[config.mk]
export PLATFORM = sky130hd
export DESIGN_NAME = neuron_sequencer
export DESIGN_NICKNAME = d
export VERILOG_FILES = /design/src/rtl/nn_pkg.sv /design/src/rtl/relu_sat.sv /design/src/rtl/neuron_sequencer.sv
export SDC_FILE = /design/constraint.sdc
export NUM_CORES = 1
export LEC_CHECK = 0
export ABC_AREA = 1
export BUFFER_PORTS_ARGS = -buffer_cell sky130_fd_sc_hd__buf_2
export CORE_MARGIN = 3
export CORE_UTILIZATION = 38
export CTS_CLUSTER_SIZE = 10
export DETAILED_ROUTE_END_ITERATION = 8
export HOLD_SLACK_MARGIN = 0.02
export PLACE_DENSITY_LB_ADDON = 0.2
export SLEW_MARGIN = 25
export SYNTH_ARGS = -nofsm -noshare
export SYNTH_HDL_FRONTEND = slang
export SYNTH_HIERARCHICAL = 1
export SYNTH_SLANG_ARGS = --single-unit
[constraint.sdc]
create_clock -name clk -period 17.5 [get_ports clk]
set_clock_uncertainty 0.2 [all_clocks]
set_input_delay 5.25 -clock clk [delete_from_list [all_inputs] [get_ports clk]]
set_output_delay 5.25 -clock clk [all_outputs]
set_load 0.02 [all_outputs]
[src/rtl/nn_pkg.sv]
// Shared neural-net datapath widths and sequencer state encodings.
package nn_pkg;

  localparam int NN_DATA_W = 8;
  localparam int NN_ACC_W  = 21;
  localparam int NN_OUT_W  = 8;
  localparam int NN_ADDR_W = 6;

  localparam logic [NN_OUT_W-1:0] NN_OUT_MAX = 8'd127;

  typedef enum logic [2:0] {
    ST_IDLE   = 3'd0,
    ST_INIT   = 3'd1,
    ST_RUN    = 3'd2,
    ST_DRAIN  = 3'd3,
    ST_SETTLE = 3'd4,
    ST_OUT    = 3'd5
  } nn_state_e;

endpackage

[src/rtl/relu_sat.sv]
// Activation: ReLU on the accumulated sum, fixed-point right shift, saturate to 127.
module relu_sat
  import nn_pkg::*;
#(
  parameter int ACC_W      = NN_ACC_W,
  parameter int FRAC_SHIFT = 7
) (
  input  logic signed [ACC_W-1:0]    sum_i,
  output logic        [NN_OUT_W-1:0] act_o
);

  localparam logic signed [ACC_W-1:0] SAT_MAX = {{(ACC_W-NN_OUT_W){1'b0}}, NN_OUT_MAX};

  logic signed [ACC_W-1:0] shifted_s;

  // Negative sums clamp to zero; positive sums are scaled then clipped.
  always_comb begin
    shifted_s = sum_i >>> FRAC_SHIFT;
    if (sum_i[ACC_W-1]) begin
      act_o = {NN_OUT_W{1'b0}};
    end else if (shifted_s > SAT_MAX) begin
      act_o = NN_OUT_MAX;
    end else begin
      act_o = shifted_s[NN_OUT_W-1:0];
    end
  end

endmodule

[src/rtl/neuron_sequencer.sv]
// Sequences one neuron evaluation: clears the external accumulator, streams
// N_INPUTS products into it, then presents the activated result on a handshake.
module neuron_sequencer
  import nn_pkg::*;
#(
  parameter int N_INPUTS   = 62,
  parameter int DATA_W     = NN_DATA_W,
  parameter int ACC_W      = NN_ACC_W,
  parameter int FRAC_SHIFT = 7
) (
  input  logic                     clk,
  input  logic                     rst,
  input  logic                     start,
  output logic                     busy,
  output logic                     done,
  output logic [NN_ADDR_W-1:0]     addr,
  input  logic signed [DATA_W-1:0] x_data,
  input  logic signed [DATA_W-1:0] w_data,
  output logic                     acc_init,
  output logic                     acc_load_en,
  output logic signed [ACC_W-1:0]  acc_data,
  input  logic signed [ACC_W-1:0]  acc_sum,
  output logic                     out_valid,
  input  logic                     out_ready,
  output logic [NN_OUT_W-1:0]      out_data
);

  localparam logic [NN_ADDR_W-1:0] LAST_ADDR = NN_ADDR_W'(N_INPUTS - 1);

  nn_state_e                 state_q;
  logic [NN_ADDR_W-1:0]      addr_q;
  logic                      busy_q;
  logic                      acc_init_q;
  logic                      load_q;
  logic                      out_valid_q;
  logic [NN_OUT_W-1:0]       out_data_q;
  logic [NN_OUT_W-1:0]       act_s;
  logic signed [2*DATA_W-1:0] prod_s;

  relu_sat #(
    .ACC_W      (ACC_W),
    .FRAC_SHIFT (FRAC_SHIFT)
  ) u_relu_sat (
    .sum_i (acc_sum),
    .act_o (act_s)
  );

  // Memory data lags addr by one cycle, so the load strobe trails RUN by one cycle.
  always_ff @(posedge clk or posedge rst) begin
    if (rst) begin
      state_q     <= ST_IDLE;
      addr_q      <= {NN_ADDR_W{1'b0}};
      busy_q      <= 1'b0;
      acc_init_q  <= 1'b0;
      load_q      <= 1'b0;
      out_valid_q <= 1'b0;
      out_data_q  <= {NN_OUT_W{1'b0}};
    end else begin
      acc_init_q <= 1'b0;
      load_q     <= (state_q == ST_RUN);
      case (state_q)
        ST_IDLE: begin
          if (start) begin
            state_q    <= ST_INIT;
            busy_q     <= 1'b1;
            acc_init_q <= 1'b1;
          end else begin
            state_q    <= ST_IDLE;
          end
        end
        ST_INIT: begin
          state_q <= ST_RUN;
          addr_q  <= {NN_ADDR_W{1'b0}};
        end
        ST_RUN: begin
          if (addr_q == LAST_ADDR) begin
            state_q <= ST_DRAIN;
            addr_q  <= {NN_ADDR_W{1'b0}};
          end else begin
            addr_q  <= addr_q + 6'd1;
          end
        end
        ST_DRAIN: begin
          state_q <= ST_SETTLE;
        end
        // acc_sum now includes the final product added at the end of DRAIN.
        ST_SETTLE: begin
          out_data_q  <= act_s;
          out_valid_q <= 1'b1;
          state_q     <= ST_OUT;
        end
        ST_OUT: begin
          if (out_ready) begin
            out_valid_q <= 1'b0;
            busy_q      <= 1'b0;
            state_q     <= ST_IDLE;
          end else begin
            state_q     <= ST_OUT;
          end
        end
        default: begin
          state_q     <= ST_IDLE;
          addr_q      <= {NN_ADDR_W{1'b0}};
          busy_q      <= 1'b0;
          out_valid_q <= 1'b0;
        end
      endcase
    end
  end

  assign prod_s      = x_data * w_data;
  assign acc_data    = load_q ? {{(ACC_W-2*DATA_W){prod_s[2*DATA_W-1]}}, prod_s}
                              : {ACC_W{1'b0}};
  assign addr        = addr_q;
  assign busy        = busy_q;
  assign acc_init    = acc_init_q;
  assign acc_load_en = load_q;
  assign out_valid   = out_valid_q;
  assign out_data    = out_data_q;
  // Handshake completes in the same cycle the consumer accepts.
  assign done        = out_valid_q & out_ready;

endmodule

==> results of run 1 <==
## how the worst max path moves through the flow
| stage | to | depth (start not counted) |
|---|---|---|
| 2_1_floorplan | acc_data[16] | 17 |
| 5_1_grt | acc_data[18] | 20 |
| 3_3_place_gp | acc_data[20] | 18 |
| 3_5_place_dp | acc_data[16] | 18 |
| 4_1_cts | acc_data[16] | 18 |
| 6_report | acc_data[16] | 18 |
## cells by family (layout without fill, tap and decap cells)
| group | after synthesis | after routing | share of synthesized area |
|---|---|---|---|
| XOR/XNOR | 4 | 4 | 0.00912 |
| AND/OR/NAND/NOR | 222 | 222 | 0.239 |
| buffers and inverters | 184 | 239 | 0.186 |
| adder cells (fa/ha/maj) | 86 | 86 | 0.388 |
| AO/OA/AOI/OAI | 28 | 28 | 0.0404 |
| other | 1 | 1 | 0.000976 |
| flip-flops | 21 | 21 | 0.137 |
## flip-flops by register name, summed over array words and instances, names as in the netlist
register     cells
state_q          3
acc_load_en      1
out_data         8
busy             1
out_valid        1
addr             6
acc_init         1
## where the power goes
part	switching (mW)	leakage (nW)	internal (mW)	total, mW
clock	0.0155	0.0255	0.0158	0.0314
combinational	0.293	2.47	0.169	0.463
sequential	0.0170	0.267	0.0675	0.0845
## worst max-delay path, cell delays in order
cell and delay (ns):
buf_2 0.11, inv_1 0.12, or2_2 0.32, fa_1 0.52
fa_1 0.55, inv_1 0.05, fa_1 0.53, inv_1 0.07
fa_1 0.54, inv_1 0.04, ha_1 0.38, nand2_1 0.07
nor2_1 0.13, nand3_1 0.09, nand3_1 0.11, a21oi_1 0.05
nor2_1 0.25, buf_2 0.23
## metrics by stage
stage | cells | instance area, µm² | setup WS, ns
4_1_cts | 734 | 4310 | 2.56
5_1_grt | 734 | 4310 | 2.22
3_3_place_gp | 730 | 4270 | 2.58
2_1_floorplan | 546 | 3840 | 2.66
6_report | 734 | 4310 | 2.62
3_5_place_dp | 730 | 4270 | 2.58
## placed cells by master (no fill, tap or decap), types with 3 or more instances in the layout
cell / n
o21ai_0: 5
buf_2: 73
inv_1: 157
fa_1: 55
ha_1: 31
dfrtp_1: 21
nor2_1: 51
a21oi_1: 15
clkbuf_8: 3
nor2_2: 5
xnor2_1: 3
inv_2: 5
nand2_1: 139
nand3_1: 15
## area by class of cell
| type | count | area [µm²] |
|---|---|---|
| Multi-Input combinational cell | 341 | 2600 |
| Fill cell | 1087 | 5510 |
| Inverter | 162 | 608 |
| Clock buffer | 3 | 41.3 |
| Tap cell | 133 | 166 |
| Timing Repair Buffer | 73 | 365 |
| Clock inverter | 1 | 5.00 |
| Sequential cell | 21 | 526 |
## per-layer routing
metal / vias to the layer above / share of wire
li1: 1652 / -
met1: 1485 / 0.45
met2: 65 / 0.49
met3: 7 / 0.044
met4: 0 / 0.0088
met5: - / 0
==> run_results.csv, run 1 <==
group,metric,value,unit
sta,hold_viol,0,
synth,ys_seq_elements,21,
critical_path,start_kind,"input port",
floorplan,start_util,0.391,
finish,syn2layout_area_growth,12.3,%
synth,async_flop_share,1.00,
detailed_routing,finalWirelength,7.95,mm
floorplan,rows,36,
pwr,cellLeakagePower,2.76,nW
cts,cts_num_sinks,21,
critical_path,required,12.05,ns
cts,clk_latency,0.26,ns
grt,grt_start_max_net_pins,22,
synth,seq_area_frac_synth,0.137,
synth,avgSynthCellArea,7.04,µm²
sta,fmax,67.2,MHz
detailed_routing,vias,3209,
cts,cts_tree,"built",
grt,grt_use_met3,0.0146,
synth,synth.net_count,673,
sta,fin_crit_sh,0.850,
placement,port_buffers,73,
hold_path,hold_end,"out_data[0]$_DFFE_PP0P_",
grt,use_met2,0.271,
critical_path,r2r_end,"state_q[0]$_DFFE_PP0P_",
critical_path,cp-startpoint,"w_data[7]",
grt,grt_pass1_vias,3257,
sta,setup_viol,0,
grt,antenna_found_initial,0,
synth,yosys_warnings,6,
job,maxCapViolCount,0,
floorplan,die_x,107,µm
pwr,irDropWorstVdd,0.0722,mV
critical_path,timing.rr.start,"state_q[0]$_DFFE_PP0P_",
sta,relSlewSlack,0.477,
cts,holdBufCountCts,0,
critical_path,ff2ff_path_depth,6,
grt,grt-ovfl-total,0,
critical_path,crit_path_end_kind,"output pin",
floorplan,die-area,11400,µm²
synth,netlist_area,3840,µm²
grt,top_usage_layer,"met2",
detailed_routing,wire_per_inst,10.8,µm
cts,ctsRootBufferMaster,"clkbuf_8",
sta,hold_slack,0.285,ns
sta,drv_slew,0,
critical_path,r2r_slack,15.91,ns
sta,finalSetupTns,0,ns
grt,met1_usage,0.200,
synth,synth_area_leaders,"fa_1 29%, inv_1 15%, dfrtp_1 14%",
floorplan,chipHeight,107,µm
cts,cts.clk_slew.worst_paths,0.08,ns
sta,worstMarginPinSlew,0.783,ns
finish,antennaDiodeCount,0,
synth,synth_cell_types,29,
cts,clk_path_buf_depth,2,
hold_path,hold_start,"out_data[0]$_DFFE_PP0P_",
finish,drive_above_1_share,0.160,
synth,netlist.area_leader.share,0.287,
synth,yosysMostFrequentCell,"inv_1",
placement,hpwl,7.02,mm
critical_path,path_class,"input port to output pin",
cts,numCtsBuffers,3,
synth,yosys-top-cells-count,"157 x inv_1, 139 x nand2_1, 55 x fa_1",
cts,post_cts_buffers,0,
finish,final_util,0.439,
synth,synth_edf_count,0,
detailed_routing,via_per_inst,4.37,
synth,synth_top_cell_by_area,"fa_1",
sta,min_period,14.88,ns
critical_path,cp_max_fo,8,
grt,grt_pass1_wl,14.4,mm
cts,h-tree-depth,1,
pwr,finalPower,0.578,mW
sta,rsz0062_at_grt,"false",
critical_path,worstPathArrival,9.43,ns
detailed_routing,postRouteAntennaNets,0,
detailed_routing,firstDrtPassIters,4,
grt,track_usage,0.150,
detailed_routing,drc,0,
hold_path,hold_path_class,"flop to flop",
run_status,outcome,"finished, final reports clean",
synth,syn_inst,546,
detailed_routing,drt_first_iter_violations,90,
hold_path,holdPathStages,2,
finish,fin_nets,729,
synth,ys.flop_type,"dfrtp_1",
floorplan,io_pins,81,
cts,cts-resized-gates,0,
floorplan,core_area,9820,µm²
placement,place.gp.congestion,0.810,
pwr,powerDensity,134,nW/µm²
(Power assumes the default switching activity.)
==> inputs of run 2 (changes only) <==
Clock period 17.5 ns to 12.9 ns, I/O delays scaled along.
==> run 2 against run 1 <==
Clock power is 37% higher. Register-to-register slack got worse by 4.6 ns. Power rose by 36%. Non-clock buffer count is the same. Sequential share of layout area stayed put. Sequential power increased by 35%. Sequential cell count did not move. Final area unchanged. Critical path depth unchanged. Core utilization did not move. First-iteration DRC count is 43% higher. Global-route usage increased by 0.24 points.
==> run_results.csv, run 2 (synthesized netlist as in run 1, its figures left out) <==
group,metric,value,unit
finish,fillers,1048,
detailed_routing,vias,3252,
cts,clk_latency,0.26,ns
finish,antennaDiodeCount,0,
floorplan,io_pins,81,
grt,grt_pass1_wl,14.5,mm
critical_path,critPathCapture,"acc_data[16]",
cts,cts_num_sinks,21,
critical_path,r2r_slack,11.31,ns
sta,fin_crit_sh,0.943,
job,maxCapViolCount,0,
hold_path,hold_path_class,"flop to flop",
finish,fin_nets,729,
cts,post_cts_buffers,0,
sta,setup_viol,0,
sta,min_period,12.17,ns
sta,fmax,82.2,MHz
floorplan,die_x,107,µm
sta,rsz0062_at_grt,"false",
critical_path,r2r_end,"state_q[0]$_DFFE_PP0P_",
sta,worstMarginPinSlew,0.816,ns
finish,largest_reg_flops,8,
finish,multi_input_area,2600,µm²
sta,drv_slew,0,
grt,antenna_found_initial,0,
finish,layout_common_cells,"157 x inv_1, 139 x nand2_1, 73 x buf_2, 55 x fa_1, 51 x nor2_1",
critical_path,worstPathArrival,8.10,ns
detailed_routing,finalWirelength,7.96,mm
cts,holdBufCountCts,0,
cts,ctsRootBufferMaster,"clkbuf_8",
critical_path,path_class,"input port to output pin",
pwr,internal_power,0.343,mW
run_status,outcome,"finished, final reports clean",
finish,drive_above_1_share,0.160,
finish,seqCellArea,526,µm²
finish,syn2layout_area_growth,12.3,%
sta,relSlewSlack,0.455,
detailed_routing,firstDrtPassIters,4,
floorplan,chipHeight,107,µm
cts,numCtsBuffers,3,
placement,port_buffers,73,
grt,grt_pass1_vias,3278,
detailed_routing,drt_first_iter_violations,129,
grt,grt_start_max_net_pins,22,
detailed_routing,met2_length,3.92,mm
sta,hold_viol,0,
finish,final_common_cell,"inv_1",
pwr,swShare,0.563,
cts,h-tree-depth,1,
detailed_routing,postRouteAntennaNets,0,
pwr,combPwrFrac,0.800,
detailed_routing,via_per_inst,4.43,
critical_path,timing.rr.start,"state_q[0]$_DFFE_PP0P_",
sta,finalSetupTns,0,ns
cts,clk_path_buf_depth,2,
placement,place.gp.congestion,0.809,
pwr,switchingPower,0.443,mW
detailed_routing,wl_met3,393,µm
pwr,powerDensity,182,nW/µm²
detailed_routing,met1_length,3.59,mm
floorplan,die-area,11400,µm²
critical_path,crit_path_end_kind,"output pin",
floorplan,core_area,9820,µm²
critical_path,cp_max_fo,8,
pwr,pwr-share-clk,0.055,
cts,cts-resized-gates,0,
placement,placed_area,4270,µm²
floorplan,start_util,0.391,
grt,grt-ovfl-total,0,
pwr,irDropWorstVdd,0.0985,mV
detailed_routing,highest_layer,"met4",
placement,hpwl,7.03,mm
pwr,cellLeakagePower,2.76,nW
cts,cts.clk_slew.worst_paths,0.08,ns
finish,stdcell_area,4310,µm²
critical_path,cp-startpoint,"w_data[7]",
pwr,seq_power_share,0.145,
floorplan,rows,36,
critical_path,start_kind,"input port",
cts,cts_tree,"built",
detailed_routing,wire_per_inst,10.8,µm
detailed_routing,drc,0,
grt,track_usage,0.152,
critical_path,required,8.83,ns
critical_path,ff2ff_path_depth,6,
==> run 2: critical path, stage by stage <==
cell     delay (ns)
buf_2          0.11
inv_1          0.12
or2_2          0.32
fa_1           0.53
fa_1           0.55
inv_1          0.06
fa_1           0.53
inv_1          0.07
fa_1           0.54
inv_1          0.04
ha_1           0.38
nand2_1        0.07
nor2_1         0.13
nand3_1        0.10
nand3_1        0.12
a21oi_1        0.05
nor2_1         0.26
buf_2          0.23
==> run 2: power groups by stage <==
stage          combinational (mW)  clock [mW]  sequential [mW]
6_report                    0.629      0.0430            0.114
2_1_floorplan               0.471           0            0.136
4_1_cts                     0.644      0.0450            0.115
5_1_grt                     0.738      0.0468            0.119
3_5_place_dp                0.640           0            0.115
3_3_place_gp                0.636           0            0.116
==> run 2: how the worst min path moves through the flow <==
stage,from,slack [ns],depth (start not counted),endpoint
after floorplan,state_q[0]$_DFFE_PP0P_,0.28,1,acc_load_en$_DFF_PP0_
after global placement,out_data[0]$_DFFE_PP0P_,0.26,2,out_data[0]$_DFFE_PP0P_
after detailed placement,out_data[5]$_DFFE_PP0P_,0.26,2,out_data[5]$_DFFE_PP0P_
after CTS,out_data[5]$_DFFE_PP0P_,0.28,2,out_data[5]$_DFFE_PP0P_
after global routing,out_data[5]$_DFFE_PP0P_,0.29,2,out_data[5]$_DFFE_PP0P_
final,out_data[5]$_DFFE_PP0P_,0.28,2,out_data[5]$_DFFE_PP0P_
==> run 2: per-stage QoR <==
stage          std cells   util  worst slack [ns]  total power, mW  hold slack, ns
5_1_grt              734  0.439             0.335            0.904           0.293
3_5_place_dp         730  0.435             0.710            0.755           0.257
6_report             734  0.439             0.735            0.786           0.278
3_3_place_gp         730  0.435             0.738            0.751           0.257
4_1_cts              734  0.439             0.691            0.804           0.279
2_1_floorplan        546      -             0.821            0.607           0.283
==> run 2: area by class of cell <==
class	count	area share
well taps	133	0.0386
flip-flops and latches	21	0.122
clock buffers	3	0.00957
repair buffers	73	0.0847
multi-input cells	341	0.603
inverters	162	0.141
clock inverters	1	0.00116
==> run 2: metal layers <==
metal,vias to the layer above,track usage
met5,-,0
met4,0,0.0210
li1,1654,-
met2,73,0.275
met1,1519,0.201
met3,6,0.0176
==> inputs of run 3 (changes only) <==
--- a/config.mk
+++ b/config.mk
@@ -10,4 +10,5 @@
 export CORE_MARGIN = 3
 export CORE_UTILIZATION = 38
+export CTS_CLUSTER_DIAMETER = 100
 export CTS_CLUSTER_SIZE = 10
 export DETAILED_ROUTE_END_ITERATION = 8
==> constraint.sdc (replaced) <==
create_clock -name clk -period 12.9 [get_ports clk]
set_clock_uncertainty 0.2 [all_clocks]
set_input_delay 0.645 -clock clk [delete_from_list [all_inputs] [get_ports clk]]
set_output_delay 0.645 -clock clk [all_outputs]
set_load 0.02 [all_outputs]
==> run 3 against run 2 <==
Via count decreased by 0.71%. Die area unchanged. Critical path depth stayed put. Global-route usage is 0.18 points lower. Fmax rose by 110%. Final cell count is the same. Final area stayed put. Largest cell class unchanged.
==> run_results.csv, run 3 (synthesized netlist as in run 1, its figures left out) <==
group,metric,value,unit
sta,rsz0062_at_grt,"false",
sta,finalSetupTns,0,ns
cts,h-tree-depth,1,
cts,post_cts_buffers,0,
hold_path,hold_path_class,"flop to flop",
grt,top_usage_layer,"met2",
grt,use_met2,0.275,
cts,clk_latency,0.26,ns
critical_path,path_buf_inv,6,
finish,fin_nets,729,
run_status,outcome,"finished, final reports clean",
sta,min_period,5.71,ns
cts,cts_num_sinks,21,
grt,antenna_found_initial,0,
grt,grt-ovfl-total,0,
finish,largest_reg_flops,8,
grt,grt_start_max_net_pins,22,
finish,drive_above_1_share,0.160,
cts,ctsRootBufferMaster,"clkbuf_8",
detailed_routing,drt_first_iter_violations,125,
grt,grt_pass1_wl,14.3,mm
critical_path,crit_path_top_delay_cell,"fa_1",
sta,setup_viol,0,
finish,antennaDiodeCount,0,
floorplan,chipHeight,107,µm
critical_path,path_delay_family,"adder cells",
floorplan,rows,36,
cts,cts_tree,"built",
cts,clk_path_buf_depth,2,
critical_path,crit_path_cell_trace,"buf_2 > inv_1 > or2_2 > fa_1 > fa_1 > inv_1 > fa_1 > inv_1 > fa_1 > inv_1 > ha_1 > nand2_1 > nor2_1 > nand3_1 > nand3_1 > a21oi_1 > nor2_1 > buf_2",
finish,final_common_cell,"inv_1",
pwr,irDropWorstVdd,0.0924,mV
grt,met1_usage,0.201,
cts,holdBufCountCts,0,
detailed_routing,via_per_inst,4.40,
pwr,powerDensity,182,nW/µm²
critical_path,start_kind,"input port",
sta,relSlewSlack,0.463,
detailed_routing,wire_per_inst,10.8,µm
finish,layout_common_cells,"157 x inv_1, 139 x nand2_1, 73 x buf_2, 55 x fa_1, 51 x nor2_1",
floorplan,die-area,11400,µm²
critical_path,worstPathArrival,4.86,ns
grt,grt_pass1_vias,3237,
detailed_routing,postRouteAntennaNets,0,
sta,fmax,175,MHz
placement,place_inst,730,
sta,drv_slew,0,
detailed_routing,firstDrtPassIters,4,
finish,final_cells,734,
cts,cts.clk_slew.worst_paths,0.08,ns
sta,fin_crit_sh,0.442,
critical_path,path_class,"input port to output pin",
job,maxCapViolCount,0,
finish,fillers,1092,
placement,port_buffers,73,
grt,track_usage,0.151,
floorplan,io_pins,81,
critical_path,required,12.06,ns
critical_path,crit_path_max_incr_delay,0.55,ns
finish,syn2layout_area_growth,12.3,%
floorplan,start_util,0.391,
grt,grt_use_met3,0.0115,
detailed_routing,vias,3229,
critical_path,crit_path_end_kind,"output pin",
detailed_routing,finalWirelength,7.94,mm
floorplan,core_area,9820,µm²
placement,hpwl,6.98,mm
placement,place.gp.congestion,0.810,
cts,cts-resized-gates,0,
sta,hold_viol,0,
cts,numCtsBuffers,3,
sta,worstMarginPinSlew,0.805,ns
pwr,cellLeakagePower,2.76,nW
critical_path,cp_max_fo,8,
floorplan,die_x,107,µm
detailed_routing,drc,0,
-- run 3: cell counts in the layout (fill, tap and decap cells not counted) --
No cell type changed its count.
-- run 3: power breakdown --
part           total (mW)  switching [mW]  internal (mW)
sequential          0.114          0.0224         0.0916
combinational       0.628           0.399          0.229
clock              0.0438          0.0223         0.0215
total               0.786           0.444          0.342
-- run 3: final timing paths --
kind / from / to / slack (ns) / depth (start not counted)
setup / recovery: w_data[7] / acc_data[16] / 7.19 / 18
hold / removal: out_data[0]$_DFFE_PP0P_ / out_data[0]$_DFFE_PP0P_ / 0.27 / 2
setup reg to reg: state_q[0]$_DFFE_PP0P_ / state_q[0]$_DFFE_PP0P_ / 11.30 / 6
min in group asynchronous: rst / addr[1]$_DFFE_PP0N_ / 0.32 / 2
hold reg to reg: out_data[0]$_DFFE_PP0P_ / out_data[0]$_DFFE_PP0P_ / 0.27 / 2
max in group asynchronous: rst / out_data[3]$_DFFE_PP0P_ / 11.67 / 2
-- run 3: tightest hold or removal path, delay by kind of cell (launching register included) --
kind / cells / cell delay [ns]
DFF: 1 / 0.34
and+or+nand+nor: 2 / 0.10
-- run 3: per-layer routing --
layer	vias to the layer above	wire [µm]	part of all wire
li1	1651	-	-
met1	1509	3650	0.46
met2	64	3910	0.49
met3	5	322	0.041
met4	0	52	0.0066
met5	-	0	0
-- run 3: area by class of cell --
| type | instances | area, µm² | share of cell area |
|---|---|---|---|
| inverters | 162 | 608 | 0.141 |
| clock inverters | 1 | 5.00 | 0.00116 |
| flip-flops and latches | 21 | 526 | 0.122 |
| multi-input cells | 341 | 2600 | 0.603 |
| clock buffers | 3 | 41.3 | 0.00957 |
| well taps | 133 | 166 | 0.0386 |
| repair buffers | 73 | 365 | 0.0847 |
-- run 3: through the flow --
step                setup slack [ns]  power (mW)  cell area [µm²]  utilization  hold WS, ns
floorplan                       7.27       0.607             3840            -        0.283
global placement                7.19       0.751             4270        0.435        0.257
detailed placement              7.15       0.754             4270        0.435        0.255
CTS                             7.14       0.802             4310        0.439        0.276
global route                    6.85       0.902             4310        0.439        0.309
finish                          7.19       0.786             4310        0.439        0.271
